### src/rtl/forward_hazard_ctrl.sv
// forward_hazard_ctrl
// Operand-forwarding and hazard control for the EXE stage of a 5-stage
// ARM pipeline. A shadow pipeline (EXE, MEM, WB slots) tracks the
// destination, write-back enable and load flag of in-flight instructions.
// Forwarding selects are registered so they line up with the consumer when
// it reaches EXE. The hazard flag is combinational; it freezes PC and IF/ID
// and bubbles EXE.
//
// There is no valid/ready handshake on this block: every input is sampled on
// every rising edge, and hazard is the only back-pressure signal.
//
// Select encoding for the EXE operand muxes:
//   00 = register-file value from ID, 01 = WB value, 10 = MEM value.
//   11 is never driven.
module forward_hazard_ctrl #(
  parameter int REG_ADDR_W = 4
) (
  input  logic                  clk,
  input  logic                  rst,
  input  logic                  forward_en,
  input  logic                  flush,
  input  logic [REG_ADDR_W-1:0] id_src1,
  input  logic [REG_ADDR_W-1:0] id_src2,
  input  logic                  id_two_src,
  input  logic [REG_ADDR_W-1:0] id_dest,
  input  logic                  id_wb_en,
  input  logic                  id_mem_r_en,
  output logic                  hazard,
  output logic [1:0]            sel_src1,
  output logic [1:0]            sel_src2,
  output logic [REG_ADDR_W-1:0] exe_dest_o,
  output logic [REG_ADDR_W-1:0] mem_dest_o,
  output logic [REG_ADDR_W-1:0] wb_dest_o
);

  localparam logic [1:0] SEL_REG = 2'b00;
  localparam logic [1:0] SEL_WB  = 2'b01;
  localparam logic [1:0] SEL_MEM = 2'b10;

  // EXE slot: all three fields are needed (load flag drives load-use).
  logic [REG_ADDR_W-1:0] exe_dest_q, exe_dest_d;
  logic                  exe_wb_en_q, exe_wb_en_d;
  logic                  exe_mem_r_q, exe_mem_r_d;

  // MEM slot: the load flag has no reader once the producer leaves EXE,
  // and the WB slot never participates in matching (the register file
  // handles write-through itself), so only the observable fields are kept.
  logic [REG_ADDR_W-1:0] mem_dest_q;
  logic                  mem_wb_en_q;
  logic [REG_ADDR_W-1:0] wb_dest_q;

  logic [1:0] sel_src1_q, sel_src1_d;
  logic [1:0] sel_src2_q, sel_src2_d;

  // Per-source matches against the EXE and MEM producers.
  logic m_exe1, m_exe2, m_mem1, m_mem2;

  // Match a used source against the producers in EXE and MEM.
  always_comb begin
    m_exe1 = exe_wb_en_q && (exe_dest_q == id_src1);
    m_mem1 = mem_wb_en_q && (mem_dest_q == id_src1);
    // An unused second operand can never match, whatever its field holds.
    m_exe2 = id_two_src && exe_wb_en_q && (exe_dest_q == id_src2);
    m_mem2 = id_two_src && mem_wb_en_q && (mem_dest_q == id_src2);
  end

  // Hazard: load-use only when forwarding, any in-flight producer otherwise.
  always_comb begin
    hazard = 1'b0;
    if (forward_en) begin
      hazard = exe_mem_r_q && (m_exe1 || m_exe2);
    end else begin
      hazard = m_exe1 || m_exe2 || m_mem1 || m_mem2;
    end
  end

  // Next-state: EXE slot load (or bubble) and forwarding selects.
  always_comb begin
    exe_dest_d  = id_dest;
    exe_wb_en_d = id_wb_en;
    exe_mem_r_d = id_mem_r_en;
    sel_src1_d  = SEL_REG;
    sel_src2_d  = SEL_REG;

    if (hazard || flush) begin
      exe_dest_d  = '0;
      exe_wb_en_d = 1'b0;
      exe_mem_r_d = 1'b0;
    end

    // The EXE producer is younger, so it wins over the MEM producer.
    if (!hazard && !flush && forward_en) begin
      if (m_exe1) begin
        sel_src1_d = SEL_MEM;
      end else if (m_mem1) begin
        sel_src1_d = SEL_WB;
      end

      if (m_exe2) begin
        sel_src2_d = SEL_MEM;
      end else if (m_mem2) begin
        sel_src2_d = SEL_WB;
      end
    end
  end

  // State register: slots shift every edge; reset clears everything.
  always_ff @(posedge clk) begin
    if (!rst) begin
      exe_dest_q  <= '0;
      exe_wb_en_q <= 1'b0;
      exe_mem_r_q <= 1'b0;
      mem_dest_q  <= '0;
      mem_wb_en_q <= 1'b0;
      wb_dest_q   <= '0;
      sel_src1_q  <= SEL_REG;
      sel_src2_q  <= SEL_REG;
    end else begin
      exe_dest_q  <= exe_dest_d;
      exe_wb_en_q <= exe_wb_en_d;
      exe_mem_r_q <= exe_mem_r_d;
      mem_dest_q  <= exe_dest_q;
      mem_wb_en_q <= exe_wb_en_q;
      wb_dest_q   <= mem_dest_q;
      sel_src1_q  <= sel_src1_d;
      sel_src2_q  <= sel_src2_d;
    end
  end

  assign sel_src1   = sel_src1_q;
  assign sel_src2   = sel_src2_q;
  assign exe_dest_o = exe_dest_q;
  assign mem_dest_o = mem_dest_q;
  assign wb_dest_o  = wb_dest_q;

endmodule

### config.mk
export PLATFORM = sky130hd
export DESIGN_NAME = forward_hazard_ctrl
export DESIGN_NICKNAME = d
export VERILOG_FILES = /design/src/rtl/forward_hazard_ctrl.sv
export SDC_FILE = /design/constraint.sdc
export NUM_CORES = 1
export LEC_CHECK = 0
export BUFFER_PORTS_ARGS = -buffer_cell sky130_fd_sc_hd__buf_2
export CAP_MARGIN = 20
export CORE_MARGIN = 2
export CORE_UTILIZATION = 30
export DETAILED_ROUTE_END_ITERATION = 8
export PLACE_DENSITY = 0.53
export SLEW_MARGIN = 20
export SYNTH_ARGS = -nofsm -noshare
export SYNTH_HDL_FRONTEND = slang
export SYNTH_SLANG_ARGS = --single-unit
export TNS_END_PERCENT = 50
### constraint.sdc
create_clock -name clk -period 1.7 [get_ports clk]
set_input_delay 0.34 -clock clk [delete_from_list [all_inputs] [get_ports clk]]
set_output_delay 0.34 -clock clk [all_outputs]
set_load 0.03 [all_outputs]
==> results by group <==
Synth
  – Post-synthesis adder-cell area fraction: 0%
  – Post-Syn Nets: 99
  – Post-synth top area cell: dfxtp_1
  – Xor/xnor share of the synthesized area: 17.1%
  – Proportion of synthesized area in mux cells: 0%
  – Synth Area in Compound Gates: a little over an eighth
  – Simple-gate portion of the synthesized area: 21.7%
  – Post-synth top area share: roughly 46%
  – Cells after Synth: 80
  – Total number of yosys warnings: 0
  – Most area-consuming cells after synthesis: dfxtp_1 46%, xor2_1 9.6%, xnor2_1 7.5%, and2_1 6.9%, a21oi_1 3.7%
  – Cell area after synthesis: just over 800 µm²
  – #FFs+latches synth: 19
  – Largest family of logic cells by synthesized area: simple AND/OR/NAND/NOR gates
  – Netlist cell types: 23
  – Mean Syn Cell Area: between 10 and 15 µm²
  – Sequential element share of the synthesized area: a little under half

Power and ir drop
  – Worst vdd ir: ~0.00047 V
  – Leakage: approximately 0.56 nW
  – Cell Pwr Density: 680 nW/µm²

Setup path
  – Worst r2r path cells: 7
  – Max Fanout on Critical Path: 3
  – Worst Setup EP: hazard
  – Crit path largest cell delay: approximately 0.37 ns
  – Crit path kind: reg2out
  – Worst r2r src: exe_dest_o[3]$_SDFF_PP0_
  – Crit-path cells: xor2_2 > nor3_2 > nand3_4 > o2111ai_4 > and2_4 > buf_6
  – CP Data Required Time: 1.36 ns
  – Crit path launch: exe_dest_o[3]$_SDFF_PP0_
  – FF-to-FF setup slack: about 0.2 ns
  – Slowest-stage cell, CP: dfxtp_4
  – CP endpoint kind: output pin
  – Worst endpoint data arrival time: approximately 1.7 ns
  – RR Endpoint: sel_src1[0]$_SDFF_PP0_
  – Worst Setup Start Kind: register

Drt
  – WL final: 1740 µm
  – Starting DRC count in detailed routing: 6
  – Post-DR vias/cell: between 4 and 5
  – WL per Instance: 10.7 µm
  – Vias: just over 700
  – DR DRC count: 0
  – DRT antenna net count: 0
  – DR pass1 iterations: 4

Die
  – Starting Density: about a third
  – Horiz. Die Dim: 56.3 µm
  – Core box area: between 2000 and 3000 µm²
  – Row count: 18
  – Die height: 56.3 µm
  – Die Footprint: between 3000 and 4000 µm²
  – # IOs: 36

Clock tree
  – Htree depth: 1
  – Clock sink count: 19
  – Clk_lat worst skew: between 0.2 and 0.3 ns
  – Clock Pin Slew Worst Setup and Hold Paths: about 0.10 ns
  – Clock root buffer: clkbuf_4
  – Cts bufs inserted: 3
  – CTS tree: yes
  – Clock Path Buffers: 2

GRT
  – Initial antenna violation count: 0
  – Gr usage total: between 10 and 15%
  – First-pass GRT wire length: 3170 µm
  – Pin count of the biggest net entering global routing: 11
  – GRT overflow: 0
  – Number of global-route vias before repair: approximately 730

Timing
  – Max-slew headroom: around 76%
  – RSZ-0062 raised after global routing: yes
  – Clock Skew: between 0.006 and 0.007 ns
  – Minimum setup slack in the final design: -0.319 ns
  – Setup violators final: 1
  – Worst slew pin tran: between 0.3 and 0.4 ns
  – Final Hold Viols: 0
  – Fmax achieved: slightly below 500 MHz
  – Hold WS: roughly 0.24 ns
  – Final critical-path required period: slightly above 2 ns
  – Final worst path period share: 119%
  – Final Max Tran Viols: 0

Layout
  – Fin nets: 153
  – Post-route cell area: around 1200 µm²
  – Diode count: 0
  – Share of layout cells above drive strength 1: 50.4%
  – P&R area growth vs syn: 47.0%

Min path
  – Hold path start: id_dest[3]
  – Hold Path Class: in2reg
  – Hold depth: 3

Placed design
  – Area post-placement: 1140 µm²
  – Port Buf Inserts: 35
  – GP Congestion: about 0.77
  – DP HPWL: 1460 µm

Run status
  – Failing checks: negative setup slack
  – Status: finished, violations left

Job
  – Max-Cap Viols: 0
-- critical path, delay by kind of cell, from the launching register on --
family / cells / cell delay (ns)
compound gates: 1 / 0.20
simple gates: 3 / 0.54
buf+inv: 1 / 0.12
flops: 1 / 0.37
xor+xnor: 1 / 0.14
-- flip-flops by register name (all words and copies together) (netlist names) --
register     flops
exe_dest_o       4
exe_mem_r_q      1
sel_src1         2
sel_src2         2
mem_wb_en_q      1
exe_wb_en_q      1
wb_dest_o        4
mem_dest_o       4
-- report_power, final --
| part | switching [mW] | leakage [nW] | total (mW) | internal [mW] |
|---|---|---|---|---|
| Combinational | 0.0724 | 0.386 | 0.137 | 0.0648 |
| Sequential | 0.00999 | 0.158 | 0.462 | 0.452 |
| Clock | 0.129 | 0.0150 | 0.220 | 0.0913 |
| Total | 0.211 | 0.559 | 0.819 | 0.608 |
-- placed cells by master, fill, tap and decap left out, types with 2 or more instances in the layout --
cell,instances
nor2_1,2
dfxtp_4,4
and2_1,8
nand2_1,7
buf_2,34
dfxtp_1,14
clkbuf_4,3
a211oi_1,2
buf_4,15
nor3_2,2
xor2_1,8
a21oi_1,6
inv_1,2
xnor2_1,7
o21ai_0,2
nand4_1,2
-- cell type report --
class	count	area (µm²)
fillers	244	1320
multi-input cells	58	443
flip-flops and latches	19	397
repair buffers	50	294
well taps	30	37.5
clock buffers	4	26.3
inverters	2	7.51
-- metrics by stage --
| step | total power, mW | util [%] | TNS (ns) | instances | setup WS, ns |
|---|---|---|---|---|---|
| final | 0.819 | 47.8 | -0.319 | 163 | -0.319 |
| after global routing | 0.864 | 47.8 | -0.389 | 163 | -0.389 |
| after CTS | 0.833 | 46.6 | -0.354 | 161 | -0.354 |
| after global placement | 0.606 | 45.3 | -0.201 | 157 | -0.201 |
| after floorplan | 0.543 | - | -0.0353 | 80 | -0.0353 |
| after detailed placement | 0.608 | 45.3 | -0.214 | 157 | -0.214 |
-- routing by layer --
metal	part of all wire (%)	GRT usage [%]	up-vias	wire, µm
met2	48	21.7	23	825
met1	44	15.4	303	769
met4	2.9	8.16	0	51
li1	-	-	375	-
met3	5.1	1.61	5	89
met5	0	0	-	0
-- cell usage after synthesis --
cell        n
a211oi_1    2
and2_1      9
nand3_4     1
o2111ai_4   1
nor3_1      2
nand3_1     1
nor2_1      2
nand2_1     7
nor3_2      1
clkbuf_1    1
and2_2      1
nand4_2     1
a21oi_1     6
nor2b_1     1
dfxtp_1    19
xor2_1      9
xnor2_1     7
nand4_1     2
a21boi_0    1
inv_1       2
o21ai_0     2
or2_1       1
a31oi_4     1
-- how the worst min path moves through the flow --
stage | slack (ns) | to
after global routing | 0.25 | exe_dest_o[2]$_SDFF_PP0_
after floorplan | 0.45 | exe_dest_o[0]$_SDFF_PP0_
final | 0.24 | exe_dest_o[3]$_SDFF_PP0_
after detailed placement | 0.49 | mem_dest_o[0]$_SDFF_PN0_
after global placement | 0.49 | mem_dest_o[0]$_SDFF_PN0_
after CTS | 0.23 | exe_dest_o[3]$_SDFF_PP0_
-- cell families (layout without fill, tap and decap cells) --
group                  count (synthesis)  after routing
AND/OR/NAND/NOR                       29             29
buffers and inverters                  3             56
XOR/XNOR                              16             16
flip-flops                            19             19
AO/OA/AOI/OAI                         13             13
-- what timing repair did --
action	4_1_cts	5_1_grt
resized for setup	2	3
buffers inserted	0	2
endpoints found under the setup margin	1	1
hold buffers	0	0
pin swaps	5	5
Power figures use the tool's default switching activity.
